==> src/rtl/multi_channel_pulse_generator.sv <==
// NUM_CH independent TTL pulse channels, each with a latched delay/width/period/count
// configuration, selectable output polarity and a start/stop/busy/done handshake.
module multi_channel_pulse_generator #(
  parameter int NUM_CH = 4,
  parameter int CNT_W  = 16,
  parameter int NUM_W  = 16
) (
  input  logic                      clk,
  input  logic                      rst,
  input  logic [NUM_CH-1:0]         start,
  input  logic [NUM_CH-1:0]         stop,
  input  logic [NUM_CH*CNT_W-1:0]   cfg_delay,
  input  logic [NUM_CH*CNT_W-1:0]   cfg_width,
  input  logic [NUM_CH*CNT_W-1:0]   cfg_period,
  input  logic [NUM_CH*NUM_W-1:0]   cfg_count,
  input  logic [NUM_CH-1:0]         cfg_invert,
  output logic [NUM_CH-1:0]         pulse_out,
  output logic [NUM_CH-1:0]         busy,
  output logic [NUM_CH-1:0]         done
);

  typedef enum logic [1:0] {IDLE, DELAY, HIGH, LOW} state_t;

  localparam logic [CNT_W-1:0] ONE_C = CNT_W'(1);
  localparam logic [NUM_W-1:0] ONE_N = NUM_W'(1);

  for (genvar i = 0; i < NUM_CH; i++) begin : g_ch
    state_t           state;
    logic [CNT_W-1:0] dly_cnt;
    logic [CNT_W-1:0] pos;
    logic [CNT_W-1:0] wid_l;
    logic [CNT_W-1:0] per_l;
    logic [NUM_W-1:0] rem;
    logic             inv_l;
    logic             pulse_r;
    logic             busy_r;
    logic             done_r;

    logic [CNT_W-1:0] d_in, w_in, p_in;
    logic [NUM_W-1:0] n_in;

    assign d_in = cfg_delay[i*CNT_W +: CNT_W];
    assign w_in = cfg_width[i*CNT_W +: CNT_W];
    assign p_in = cfg_period[i*CNT_W +: CNT_W];
    assign n_in = cfg_count[i*NUM_W +: NUM_W];

    assign pulse_out[i] = pulse_r;
    assign busy[i]      = busy_r;
    assign done[i]      = done_r;

    // pos is the position of the current cycle within its period; rem counts
    // periods still to run, and stays 0 forever in continuous mode.
    always_ff @(posedge clk or posedge rst) begin
      if (rst) begin
        state   <= IDLE;
        dly_cnt <= '0;
        pos     <= '0;
        wid_l   <= '0;
        per_l   <= '0;
        rem     <= '0;
        inv_l   <= 1'b0;
        pulse_r <= 1'b0;
        busy_r  <= 1'b0;
        done_r  <= 1'b0;
      end else begin
        done_r <= 1'b0;
        case (state)
          IDLE: begin
            pulse_r <= cfg_invert[i];
            busy_r  <= 1'b0;
            if (start[i] && !stop[i]) begin
              inv_l <= cfg_invert[i];
              wid_l <= (w_in > p_in) ? p_in : w_in;
              per_l <= p_in;
              rem   <= n_in;
              pos   <= '0;
              if (w_in == '0 || p_in == '0) begin
                done_r <= 1'b1;
              end else begin
                busy_r <= 1'b1;
                if (d_in != '0) begin
                  state   <= DELAY;
                  dly_cnt <= d_in - ONE_C;
                end else begin
                  state   <= HIGH;
                  pulse_r <= ~cfg_invert[i];
                end
              end
            end
          end
          default: begin
            if (stop[i]) begin
              state   <= IDLE;
              busy_r  <= 1'b0;
              done_r  <= 1'b1;
              pulse_r <= cfg_invert[i];
            end else if (state == DELAY) begin
              if (dly_cnt == '0) begin
                state   <= HIGH;
                pos     <= '0;
                pulse_r <= ~inv_l;
              end else begin
                dly_cnt <= dly_cnt - ONE_C;
              end
            end else if (pos == per_l - ONE_C) begin
              // Last cycle of a period: either finish or begin the next pulse.
              if (rem == ONE_N) begin
                state   <= IDLE;
                busy_r  <= 1'b0;
                done_r  <= 1'b1;
                pulse_r <= cfg_invert[i];
              end else begin
                if (rem != '0) rem <= rem - ONE_N;
                pos     <= '0;
                state   <= HIGH;
                pulse_r <= ~inv_l;
              end
            end else begin
              pos <= pos + ONE_C;
              if (pos + ONE_C < wid_l) begin
                state   <= HIGH;
                pulse_r <= ~inv_l;
              end else begin
                state   <= LOW;
                pulse_r <= inv_l;
              end
            end
          end
        endcase
      end
    end
  end

endmodule

==> config.mk <==
export PLATFORM = sky130hd
export DESIGN_NAME = multi_channel_pulse_generator
export DESIGN_NICKNAME = d
export VERILOG_FILES = /design/src/rtl/multi_channel_pulse_generator.sv
export SDC_FILE = /design/constraint.sdc
export NUM_CORES = 1
export LEC_CHECK = 0
export CAP_MARGIN = 20
export CORE_MARGIN = 2
export CORE_UTILIZATION = 70
export CTS_CLUSTER_DIAMETER = 100
export DETAILED_ROUTE_END_ITERATION = 7
export DONT_BUFFER_PORTS = 1
export PLACE_DENSITY = 0.86
export SETUP_SLACK_MARGIN = 0.02
export SYNTH_ARGS = -nofsm -noshare
export SYNTH_HDL_FRONTEND = slang
export SYNTH_SLANG_ARGS = --single-unit
==> constraint.sdc <==
create_clock -name clk -period 34.2 [get_ports clk]
set_input_delay 6.84 -clock clk [delete_from_list [all_inputs] [get_ports clk]]
set_output_delay 6.84 -clock clk [all_outputs]
set_load 0.01 [all_outputs]
# --- Word level (Yosys, flattened, before mapping) ---
# Cells that the tools add are included.
totals:
  register_bits: 344
  inputBits: 270
  out_inout_bits: 12
  wordCells: 436
op_classes:
  n_addsub: 20
  magnitude_cmp: 8
  n_eq_ne: 56
  n_mux: 224
  bitwise: 8
  n_reduce_logical: 80
op_table:
  columns: ["op", "count"]
  rows:
  - ["2-to-1 mux 16 bit", 88]
  - ["subtractor 16 x 1 -> 16 bit (second input constant)", 16]
  - ["logical NOT 16 bit", 12]
  - ["nonzero test 16 bit", 8]
  - ["2-to-1 mux 1 bit", 100]
  - ["2-to-1 mux 2 bit", 36]
  - ["adder 16 x 1 -> 16 bit (second input constant)", 4]
  - ["== test 16 x 1 -> 1 bit (second input constant)", 4]
  - ["== test 16 bit", 4]
  - ["> comparator 16 bit", 4]
  - ["less-than comparator 16 bit", 4]
  - ["AND reduction 6 bit", 8]
  - ["!= test 2 x 1 -> 1 bit (second input constant)", 16]
  - ["!= test 2 bit (second input constant)", 12]
  - ["AND reduction 3 bit", 8]
  - ["nonzero test 2 bit", 12]
  - ["nonzero test 3 bit", 8]
  - ["!= test 4 x 2 -> 1 bit (second input constant)", 4]
  - ["!= test 4 x 3 -> 1 bit (second input constant)", 4]
  - ["AND reduction 4 bit", 4]
  - ["!= test 3 x 1 -> 1 bit (second input constant)", 4]
  - ["!= test 3 x 2 -> 1 bit (second input constant)", 4]
  - ["== test 2 x 1 -> 1 bit (second input constant)", 4]
  - ["logical NOT 2 bit", 4]
  - ["other kinds (5)", 24]

# --- Depth between registers and ports, before layout ---
# Gate-level depths: netlist of run 1.
logic_depth:
  word_depth: 7
  depth_mapped: 19
  ltp_nobuf: 17

# --- Worst setup path after synthesis of run 1 ---
# No wires, ideal clock.
synth_path:
  path_type: "input port to flip-flop"
  from: "input port cfg_period[33]"
  to: "register g_ch[2].wid_l[0]"
  setup_time_ns: 0.137
  t_arrival_ns: 9.191
  required_time_ns: 34.063
  slack_ns: 24.872
  cell_stages: 12
  path_cell_list: "inv_1 ha_1 nor2b_1 o21a_1 o21a_1 o211ai_1 a21oi_1 a211o_1 a21oi_1 buf_2 mux2i_1 a21oi_1"
synth_via:
  elab_chain_len: 2
synth_lines:
  columns: ["element", "line", "text"]
  rows:
  - ["start, declared", "14", "input logic [NUM_CH*CNT_W-1:0] cfg_period,"]
  - ["> comparator 16 bit", "73", "wid_l <= (w_in > p_in) ? p_in : w_in;"]
  - ["2-to-1 mux 16 bit", "73", null]
  - ["end signal, assigned", "73", null]
  - ["end, declared", "31", "logic [CNT_W-1:0] wid_l;"]
# Every way passes these cells.
# A chain may end at the register's enable or synchronous reset.

# --- Worst setup path after layout of run 1 ---
layout_path:
  from: "input port cfg_delay[18]"
  to: "register g_ch[1].dly_cnt[15]"
layout_via:
  elab_chain_len: 5
  word_cells_on_any_way: 8
  cone_classes: "add/sub: 1; eq/ne: 1; mux: 4; reduce/logical: 2"
layout_lines:
  columns: ["element", "line", "text"]
  rows:
  - ["start, declared", "12", "input logic [NUM_CH*CNT_W-1:0] cfg_delay,"]
  - ["subtractor 16 x 1 -> 16 bit", "83", "dly_cnt <= d_in - ONE_C;"]
  - ["2-to-1 mux 16 bit", "81", "if (d_in != '0) begin"]
  - ["2-to-1 mux 16 bit", "77", "if (w_in == '0 || p_in == '0) begin"]
  - ["2-to-1 mux 16 bit", "71", "if (start[i] && !stop[i]) begin"]
  - ["2-to-1 mux 16 bit", "67", "case (state)"]
  - ["end signal, assigned", "83", null]
  - ["end signal, assigned", "103", "dly_cnt <= dly_cnt - ONE_C;"]
  - ["end, declared", "29", "logic [CNT_W-1:0] dly_cnt;"]
# Several ways; a longest one is shown, not always the timed one. The select of a mux whose other input is x is not followed.

==> metrics.csv, run 1 <==
stage,metric,value,unit
clock_network,setup bufs post-CTS,0,
route,met3 wire len,5180,µm
placement,IO Port Bufs,0,
timing,final setup vio count,0,
clock_network,Clock transition at path regs,60,ps
global_route,initial antenna violation count,6,
timing,final worst setup slack,25260,ps
yosys,Synth Net Count,3466,
timing,hold_ws,485,ps
clock_network,Root Driver,clkbuf_16,
power,P per Cell Area,78.2,nW/µm²
floorplan,die area,37500,µm²
global_route,Total GRT Usage,35.0,%
critical_path,Crit path arrival time,9370,ps
finish,Register Area,8610,µm²
outcome,outcome,completed,
floorplan,# rows,69,
global_route,largest net degree at the start of global routing,165,
finish,fin area,26700,µm²
route,met1 WL,26600,µm
route,Final ANT Viol Nets,0,
clock_network,total CTS buffers,39,
timing,unrepaired setup endpoints after global routing,false,
yosys,Post-synth EDFFs,0,
floorplan,die height,194,µm
yosys,Yosys reg bits,344,
clock_network,cts repair resizes,0,
yosys,ys async rst share,100,%
clock_network,H-tree levels,2,
power,VDD IR max,0.0710,mV
finish,"commonest non-fill, non-tap cell in the layout",dfrtp_1,
route,WL met2,32600,µm
clock_network,clock latency on the worst-skew pair,570,ps
timing,maximum clock frequency,0.112,GHz
yosys,"Seq/Total Area, Yosys",34.2,%
critical_path,Worst Setup Start Kind,primary input,
placement,pre-CTS setup slack,24640,ps
flow_run,Max Cap Viol,0,
clock_network,# clock sinks,344,
min_path,worst hold path type,reg -> reg,
critical_path,Crit Path Max Fanout,7,
route,vias per inst,6.72,
timing,Final Slew Violations,0,
route,routed len/inst,19.5,µm
clock_network,Clock Path Buffers,3,
critical_path,Worst EP required,34630,ps
finish,Area Overhead vs Synth,5.78,%
floorplan,initial cell density of the core,71.0,%
clock_network,"Hold-fix buffers, CTS",0,
finish,most frequent cells in the layout,"dfrtp_1, o21ai_0, nor2_1, nand2_1, a21oi_1",
yosys,"Primary FF master, synth",dfrtp_1,
finish,fillers,2606,
route,initial DRC count,1951,
critical_path,Crit. End Element,flip-flop,
yosys,post-synthesis cell count,3052,
timing,Final Hold Viols,0,
power,Leak,11.8,nW
timing,Clock Skew,17.2,ps
route,Vias,23043,
placement,dpl hpwl,48300,µm
floorplan,Die X,194,µm
timing,Final min period,8940,ps
yosys,synth unique cells,89,
timing,Rel. slew slack,18.9,%
global_route,first-pass GRT wire length,111000,µm
placement,gpl congestion,0.944,
yosys,Netlist Area Pre-Place,25200,µm²
timing,Worst Tran Pin Value,1190,ps
timing,final period utilization,26.1,%
finish,layout cells sized above 1,5.87,%
placement,DP Area,25200,µm²
critical_path,crit path kind,in -> reg,
route,Initial DRT Pass Iterations,6,
yosys,Synth Area per Inst,8.26,µm²
floorplan,Ports,282,
clock_network,CTS tree,yes,
route,# DRC,0,
floorplan,Core Area,35500,µm²
timing,Fin Setup TNS,0,ps
route,final WL,66800,µm
global_route,number of global-route vias before repair,22651,
yosys,Ys Warns,0,
route,max layer used,met5,
finish,"Net count, final",3354,
finish,area of the multi-input gates,15300,µm²
global_route,gr ovfl total,0,
==> where the power goes <==
group | leakage (nW) | internal, mW | switching (mW)
sequential | 4.24 | 0.570 | 0.184
clock | 0.644 | 0.270 | 0.174
combinational | 6.91 | 0.360 | 0.528
total | 11.8 | 1.20 | 0.885
==> cell type report <==
| class | instances | area share (%) |
|---|---|---|
| tap | 461 | 2.16 |
| clock buffer | 54 | 4.14 |
| sequential | 344 | 32.3 |
| multi-input combinational | 2362 | 57.2 |
| clock inverter | 10 | 0.807 |
| antenna | 6 | 0.0563 |
| timing repair buffer | 19 | 0.863 |
| inverter | 174 | 2.48 |
==> cell families (layout without fill, tap and decap cells) <==
logic type	count (synthesis)	after routing	share of synthesized area [%]
AOI/OAI and AO/OA	829	829	20.4
xor gates and xnor gates	142	142	4.99
adders and majority gates	144	144	7.15
buffers and inverters	346	257	5.59
DFF	344	344	34.2
muxes	139	139	5.72
other	0	6	0
and+or+nand+nor	1108	1108	22.0
==> worst max-delay path, stage by stage <==
cell and delay [ps]:
or3_1 400, nor3_1 250, mux2i_1 280, a2111oi_2 530, o21ai_1 240, nor2_1 250
mux2_2 360, o21ai_0 130, o21ai_0 90
==> synthesized netlist by cell type (11+ instances only) <==
cell      instances  area, µm²
o21ai_0         291       1460
inv_1           174        653
a21o_1           40        300
o31ai_1          30        225
nand3b_1         11       82.6
or2_2            17        106
clkbuf_1        126        473
or4_1            14        105
and2_1           28        175
o21a_1           22        165
nor4_1           86        538
buf_2            12       60.1
o22ai_1          16        100
nand2b_1         34        213
nor3_1          112        561
dfrtp_1         344       8610
buf_4            17        128
o21bai_1         13       97.6
buf_1            12       45.0
o221ai_1         18        158
nor2b_1          19        119
mux2i_1          98        981
nand2_1         244        916
nand3_1          96        480
o211ai_1         14        105
xnor2_1          70        613
a21oi_1         214       1070
nand4_1          47        294
xor2_1           71        622
mux2_2           41        462
a32o_1           12        120
a211oi_1         23        173
or3_1            39        244
nor3b_1          19        143
and3_1           34        213
o32ai_1          11       96.3
a22o_1           14        123
nor2_1          274       1030
ha_1            144       1800
a211o_1          12        105
a31oi_1          21        131
==> state kept, by name, summed over array words and instances (netlist names) <==
| name | flops |
|---|---|
| g_ch.state | 8 |
| g_ch.pulse_r | 4 |
| g_ch.inv_l | 4 |
| g_ch.busy_r | 4 |
| g_ch.dly_cnt | 64 |
| g_ch.per_l | 64 |
| g_ch.done_r | 4 |
| g_ch.wid_l | 64 |
| g_ch.pos | 64 |
| g_ch.rem | 64 |
==> stage by stage <==
stage / power (mW) / utilization [%] / instances
4_1_cts: 2.06 / 74.7 / 3416
2_1_floorplan: 1.42 / - / 3052
5_1_grt: 2.24 / 75.1 / 3429
6_report: 2.09 / 75.1 / 3430
3_3_place_gp: 1.55 / 71.0 / 3352
3_5_place_dp: 1.61 / 71.0 / 3352
==> worst paths after layout <==
check | depth (start not counted) | start | slack, ps | endpoint
worst max-delay path | 9 | cfg_delay[18] | 25260 | g_ch[1].dly_cnt[15]$_DFFE_PP0P_
worst min-delay path | 2 | g_ch[0].wid_l[0]$_DFFE_PP0P_ | 480 | g_ch[0].wid_l[0]$_DFFE_PP0P_
max in group asynchronous | 2 | rst | 26470 | g_ch[0].rem[13]$_DFFE_PP0P_
min in group asynchronous | 1 | rst | 6290 | g_ch[1].dly_cnt[2]$_DFFE_PP0P_
worst max register to register | 16 | g_ch[1].pos[0]$_DFFE_PP0P_ | 29980 | g_ch[1].pulse_r$_DFFE_PP0P_
worst min register to register | 2 | g_ch[0].wid_l[0]$_DFFE_PP0P_ | 480 | g_ch[0].wid_l[0]$_DFFE_PP0P_
==> layer usage <==
| layer | track usage, % | up-vias |
|---|---|---|
| met5 | 0 | - |
| met4 | 13.1 | 2 |
| met3 | 7.78 | 181 |
| met2 | 59.7 | 950 |
| met1 | 43.4 | 11067 |
| li1 | - | 10843 |
No activity file was read; power rests on OpenSTA's default activity.
==> run 2: changes to the inputs <==
--- a/config.mk
+++ b/config.mk
@@ -5,13 +5,14 @@
 export SDC_FILE = /design/constraint.sdc
 export NUM_CORES = 1
 export LEC_CHECK = 0
+export ABC_AREA = 1
 export CAP_MARGIN = 20
 export CORE_MARGIN = 2
-export CORE_UTILIZATION = 70
+export CORE_UTILIZATION = 66
 export CTS_CLUSTER_DIAMETER = 100
 export DETAILED_ROUTE_END_ITERATION = 7
 export DONT_BUFFER_PORTS = 1
-export PLACE_DENSITY = 0.86
+export PLACE_DENSITY = 0.82
 export SETUP_SLACK_MARGIN = 0.02
 export SYNTH_ARGS = -nofsm -noshare
 export SYNTH_HDL_FRONTEND = slang
==> constraint.sdc (replaced) <==
create_clock -name clk -period 8.3 [get_ports clk]
set_input_delay 1.66 -clock clk [delete_from_list [all_inputs] [get_ports clk]]
set_output_delay 1.66 -clock clk [all_outputs]
set_load 0.01 [all_outputs]
==> metrics.csv, run 2 <==
stage,metric,value,unit
yosys,Ys Warns,0,
yosys,Post-synth EDFFs,0,
floorplan,Core Area,39600,µm²
clock_network,cts repair resizes,0,
route,Vias,25295,
timing,Fin Setup TNS,0,ps
yosys,Yosys reg bits,344,
global_route,M3 GR Usage,7.19,%
floorplan,initial cell density of the core,66.9,%
timing,Worst Tran Pin Value,1010,ps
yosys,"Seq/Total Area, Yosys",32.5,%
power,Power Total,9.42,mW
clock_network,CTS tree,yes,
floorplan,Die X,204,µm
clock_network,total CTS buffers,40,
min_path,hold_sp,g_ch[3].rem[14]$_DFFE_PP0P_,
power,combinational share of power,48.4,%
critical_path,Buf/Inv on CP,2,
power,switching portion of total power,46.6,%
global_route,met1 GRT Util,44.1,%
outcome,outcome,completed,
critical_path,crit path kind,reg -> reg,
timing,final setup vio count,0,
route,vias per inst,5.75,
yosys,Synth top cells by count,"nand2_1, inv_1, o21ai_0",
timing,unrepaired setup endpoints after global routing,false,
yosys,"Primary FF master, synth",dfrtp_1,
yosys,Synth area leaders,"dfrtp_1, nand2_1, inv_1",
placement,dpl hpwl,52600,µm
global_route,gr busiest metal,met2,
global_route,met2 GRT Util,54.2,%
critical_path,CP Depth,9,
timing,Clock Skew,22.2,ps
yosys,most frequent cell after synthesis,nand2_1,
timing,maximum clock frequency,0.243,GHz
critical_path,"CP delay by family, top",simple AND/OR/NAND/NOR gates,
clock_network,clock latency on the worst-skew pair,570,ps
floorplan,Ports,282,
yosys,Synth Area per Inst,6.78,µm²
yosys,largest area contributor in the netlist,dfrtp_1,
route,initial DRC count,2075,
clock_network,setup bufs post-CTS,0,
floorplan,# rows,73,
critical_path,Reg2Reg Launch Point,g_ch[3].state[1]$_DFFE_PP0P_,
critical_path,Crit Path Max Fanout,52,
yosys,post-synthesis cell count,3912,
critical_path,Worst EP required,8700,ps
route,routed len/inst,16.0,µm
finish,"commonest non-fill, non-tap cell in the layout",nand2_1,
floorplan,die height,204,µm
timing,Rel. slew slack,32.8,%
global_route,gr ovfl total,0,
timing,hold_ws,482,ps
power,VDD IR max,0.258,mV
finish,layout cells sized above 1,4.52,%
yosys,Netlist Area Pre-Place,26500,µm²
power,Switch Pwr,4.39,mW
yosys,synth unique cells,57,
power,P per Cell Area,335,nW/µm²
global_route,Total GRT Usage,33.5,%
timing,final period utilization,49.5,%
critical_path,CP max stage delay,900,ps
timing,Final Hold Viols,0,
critical_path,Crit path arrival time,4520,ps
route,final WL,70500,µm
clock_network,"Hold-fix buffers, CTS",0,
power,Leak,14.2,nW
power,Clock power frac,19.8,%
yosys,area share of the leading cell type in the synthesized netlist,32.5,%
finish,fillers,3485,
clock_network,Clock Path Buffers,3,
clock_network,H-tree levels,2,
flow_run,Max Cap Viol,0,
critical_path,RR Endpoint,g_ch[3].pos[4]$_DFFE_PP0P_,
critical_path,reg2reg setup slack,4190,ps
min_path,worst hold stages,2,
clock_network,Root Driver,clkbuf_16,
global_route,largest net degree at the start of global routing,175,
route,Final ANT Viol Nets,0,
finish,Area Overhead vs Synth,6.00,%
finish,most frequent cells in the layout,"nand2_1, inv_1, o21ai_0, nor2_1, dfrtp_1",
placement,gpl congestion,0.941,
critical_path,CP endpoint,g_ch[3].pos[4]$_DFFE_PP0P_,
yosys,Synth Net Count,4326,
min_path,worst hold path type,reg -> reg,
finish,area of the multi-input gates,15400,µm²
critical_path,crit-path cells,"nor2_4, inv_1, nor2_2, buf_4, nor2_1, nor2_1, nand2_1, nand2_1, o21ai_0",
global_route,first-pass GRT wire length,114000,µm
floorplan,die area,41800,µm²
clock_network,Clock transition at path regs,60,ps
yosys,ys async rst share,100,%
global_route,initial antenna violation count,14,
timing,Final min period,4110,ps
critical_path,R2R depth,9,
route,# DRC,0,
finish,"Net count, final",4253,
clock_network,# clock sinks,344,
placement,IO Port Bufs,0,
finish,Register Area,8610,µm²
critical_path,Worst Setup SP,g_ch[3].state[1]$_DFFE_PP0P_,
power,Cell Int Power,5.04,mW
critical_path,Crit. End Element,flip-flop,
global_route,number of global-route vias before repair,23310,
power,Reg power frac,31.8,%
critical_path,Worst Setup Start Kind,flip-flop,
critical_path,critical path's slowest cell,nor2_4,
route,Initial DRT Pass Iterations,5,
timing,Final Slew Violations,0,
run 2: worst min-delay path by stage:
stage	slack, ps	end
2_1_floorplan	440	g_ch[3].rem[14]$_DFFE_PP0P_
3_3_place_gp	460	g_ch[3].rem[14]$_DFFE_PP0P_
3_5_place_dp	460	g_ch[3].rem[14]$_DFFE_PP0P_
4_1_cts	480	g_ch[3].rem[14]$_DFFE_PP0P_
5_1_grt	510	g_ch[3].wid_l[5]$_DFFE_PP0P_
6_report	480	g_ch[3].rem[14]$_DFFE_PP0P_
run 2: cells by family after synthesis:
| family | Yosys count | share of synthesized area [%] |
|---|---|---|
| DFF | 344 | 32.5 |
| AOI/OAI and AO/OA | 617 | 12.6 |
| xor gates and xnor gates | 154 | 5.09 |
| buffers and inverters | 649 | 9.68 |
| muxes | 2 | 0.0755 |
| adders and majority gates | 144 | 6.80 |
| and+or+nand+nor | 2002 | 33.3 |
run 2: power by group through the flow:
stage          sequential, mW  combinational [mW]  clock, mW
2_1_floorplan            2.80                3.76          0
3_3_place_gp             2.98                4.37          0
3_5_place_dp             2.99                4.49          0
4_1_cts                  2.98                4.53       1.88
5_1_grt                  3.08                5.25       1.95
6_report                 2.99                4.56       1.87
run 2: tightest hold or removal path, stage by stage (launching register included):
cell and delay (ps):
dfrtp_1 350, nand2_1 60, nand2_1 50
run 2: final cells by class:
class,count,share of cell area [%]
multi-input combinational,2919,54.6
sequential,344,30.6
inverter,524,7.01
clock buffer,62,4.44
tap,525,2.34
clock inverter,11,0.512
timing repair buffer,10,0.370
antenna,5,0.0445
run 2: through the flow:
stage | area (µm²) | setup slack (ps) | util (%) | std cells
CTS | 28100 | 4200 | 70.8 | 4394
detailed placement | 26700 | 4050 | 67.3 | 4321
global placement | 26700 | 4050 | 67.3 | 4321
global route | 28100 | 3660 | 70.9 | 4398
floorplan | 26500 | 2040 | - | 3912
finish | 28100 | 4190 | 70.9 | 4400
run 2: routing by layer:
| metal | part of all wire [%] | vias up |
|---|---|---|
| met5 | 0.16 | - |
| met3 | 8.0 | 159 |
| met2 | 46 | 836 |
| li1 | - | 12646 |
| met4 | 3.4 | 18 |
| met1 | 42 | 11636 |
==> run 3: changes to the inputs <==
==> constraint.sdc (replaced) <==
create_clock -name clk -period 3.87 [get_ports clk]
set_input_delay 0.774 -clock clk [delete_from_list [all_inputs] [get_ports clk]]
set_output_delay 0.774 -clock clk [all_outputs]
set_load 0.01 [all_outputs]
==> metrics.csv, run 3 (synthesis results as in run 2) <==
stage,metric,value,unit
outcome,outcome,completed,
global_route,Total GRT Usage,33.6,%
timing,Final min period,3340,ps
power,Cell Int Power,10.9,mW
clock_network,Clock Path Buffers,3,
placement,cell count after placement,4339,
placement,dpl hpwl,53200,µm
finish,"commonest non-fill, non-tap cell in the layout",nand2_1,
clock_network,# clock sinks,344,
route,routed len/inst,16.0,µm
flow_run,Max Cap Viol,0,
floorplan,Die X,204,µm
timing,unrepaired setup endpoints after global routing,false,
timing,Fin Setup TNS,0,ps
global_route,number of global-route vias before repair,23528,
timing,Worst Tran Pin Value,997,ps
placement,pre-CTS setup slack,602,ps
power,Switch Pwr,9.42,mW
timing,Clock Skew,28.3,ps
placement,gpl congestion,0.948,
critical_path,Crit. End Element,flip-flop,
timing,final setup vio count,0,
global_route,largest net degree at the start of global routing,130,
route,initial DRC count,2059,
power,VDD IR max,0.546,mV
critical_path,Worst Setup Start Kind,flip-flop,
min_path,worst hold path type,in -> async,
power,Leak,14.2,nW
route,# DRC,0,
finish,area of the multi-input gates,15400,µm²
finish,fillers,3375,
power,P per Cell Area,721,nW/µm²
power,Power Total,20.4,mW
route,Final ANT Viol Nets,0,
finish,fin area,28200,µm²
placement,IO Port Bufs,0,
route,Vias,25223,
clock_network,Clock transition at path regs,70,ps
timing,final worst setup slack,534,ps
floorplan,initial cell density of the core,66.9,%
clock_network,cts repair resizes,0,
floorplan,die height,204,µm
finish,layout cells sized above 1,4.94,%
timing,hold_ws,122,ps
power,combinational share of power,48.4,%
power,Clock power frac,20.1,%
clock_network,total CTS buffers,41,
finish,most frequent cells in the layout,"nand2_1, inv_1, o21ai_0, nor2_1, dfrtp_1",
critical_path,Crit Path Max Fanout,7,
critical_path,crit path kind,reg -> reg,
clock_network,"Hold-fix buffers, CTS",0,
floorplan,Ports,282,
floorplan,# rows,73,
timing,maximum clock frequency,0.300,GHz
clock_network,clock latency on the worst-skew pair,580,ps
finish,core occupancy in the finished layout,71.2,%
finish,Register Area,8610,µm²
clock_network,CTS tree,yes,
timing,Final Hold Viols,0,
clock_network,setup bufs post-CTS,0,
power,switching portion of total power,46.3,%
global_route,gr ovfl total,0,
power,Reg power frac,31.5,%
critical_path,Worst EP required,4340,ps
global_route,initial antenna violation count,10,
route,final WL,70400,µm
timing,Final Slew Violations,0,
route,vias per inst,5.71,
critical_path,Crit path arrival time,3800,ps
finish,Non-Filler Instances,4414,
clock_network,H-tree levels,2,
floorplan,die area,41800,µm²
timing,Rel. slew slack,33.4,%
route,Initial DRT Pass Iterations,6,
finish,"Net count, final",4271,
placement,DP Area,26800,µm²
clock_network,Root Driver,clkbuf_16,
timing,final period utilization,86.2,%
finish,Area Overhead vs Synth,6.55,%
floorplan,Core Area,39600,µm²
global_route,first-pass GRT wire length,115000,µm
## run 3: worst paths after layout
check / slack [ps] / from / cells after the start / end
worst max-delay path: 530 / g_ch[1].pos[0]$_DFFE_PP0P_ / 21 / g_ch[1].pulse_r$_DFFE_PP0P_
worst min-delay path: 120 / rst / 1 / g_ch[0].wid_l[11]$_DFFE_PP0P_
min in group clk: 320 / cfg_period[17] / 2 / g_ch[1].per_l[1]$_DFFE_PP0P_
max in group asynchronous: 2650 / rst / 2 / g_ch[3].pos[4]$_DFFE_PP0P_
worst max register to register: 530 / g_ch[1].pos[0]$_DFFE_PP0P_ / 21 / g_ch[1].pulse_r$_DFFE_PP0P_
worst min register to register: 480 / g_ch[3].rem[14]$_DFFE_PP0P_ / 2 / g_ch[3].rem[14]$_DFFE_PP0P_
## run 3: layout make-up
type | count | area share [%]
multi-input combinational | 2919 | 54.4
sequential | 344 | 30.5
inverter | 524 | 6.98
clock buffer | 56 | 4.20
tap | 525 | 2.33
clock inverter | 16 | 0.815
timing repair buffer | 27 | 0.806
antenna | 3 | 0.0266
## run 3: power by group through the flow
stage | Sequential [mW] | Clock, mW | Combinational, mW
finish | 6.41 | 4.10 | 9.85
global route | 6.60 | 4.29 | 11.4
CTS | 6.38 | 4.14 | 9.80
detailed placement | 6.42 | 0 | 9.71
global placement | 6.40 | 0 | 9.46
floorplan | 6.00 | 0 | 8.06
## run 3: per-layer routing
layer | routed length [µm] | up-vias | global-route usage [%]
met1 | 30000 | 11592 | 44.2
li1 | - | 12671 | -
met4 | 2330 | 16 | 12.7
met5 | 98 | - | 0
met2 | 32700 | 768 | 54.5
met3 | 5320 | 176 | 7.37
## run 3: critical path: stages (launching register included)
cell     delay (ps)
dfrtp_1         480
ha_1            230
nand3_1         130
nor2_1          180
nand3_1         170
nor3_1          290
nand3_1         170
nor2_1          150
xor2_1          210
ha_1            260
nand2_1          60
inv_1            50
nand3_1          80
inv_1            50
a21oi_1         230
nand2_1         100
nand2_1          60
nand2_1          40
o21ai_0          60
nand3_1         100
nand2_1          70
a21oi_1          50
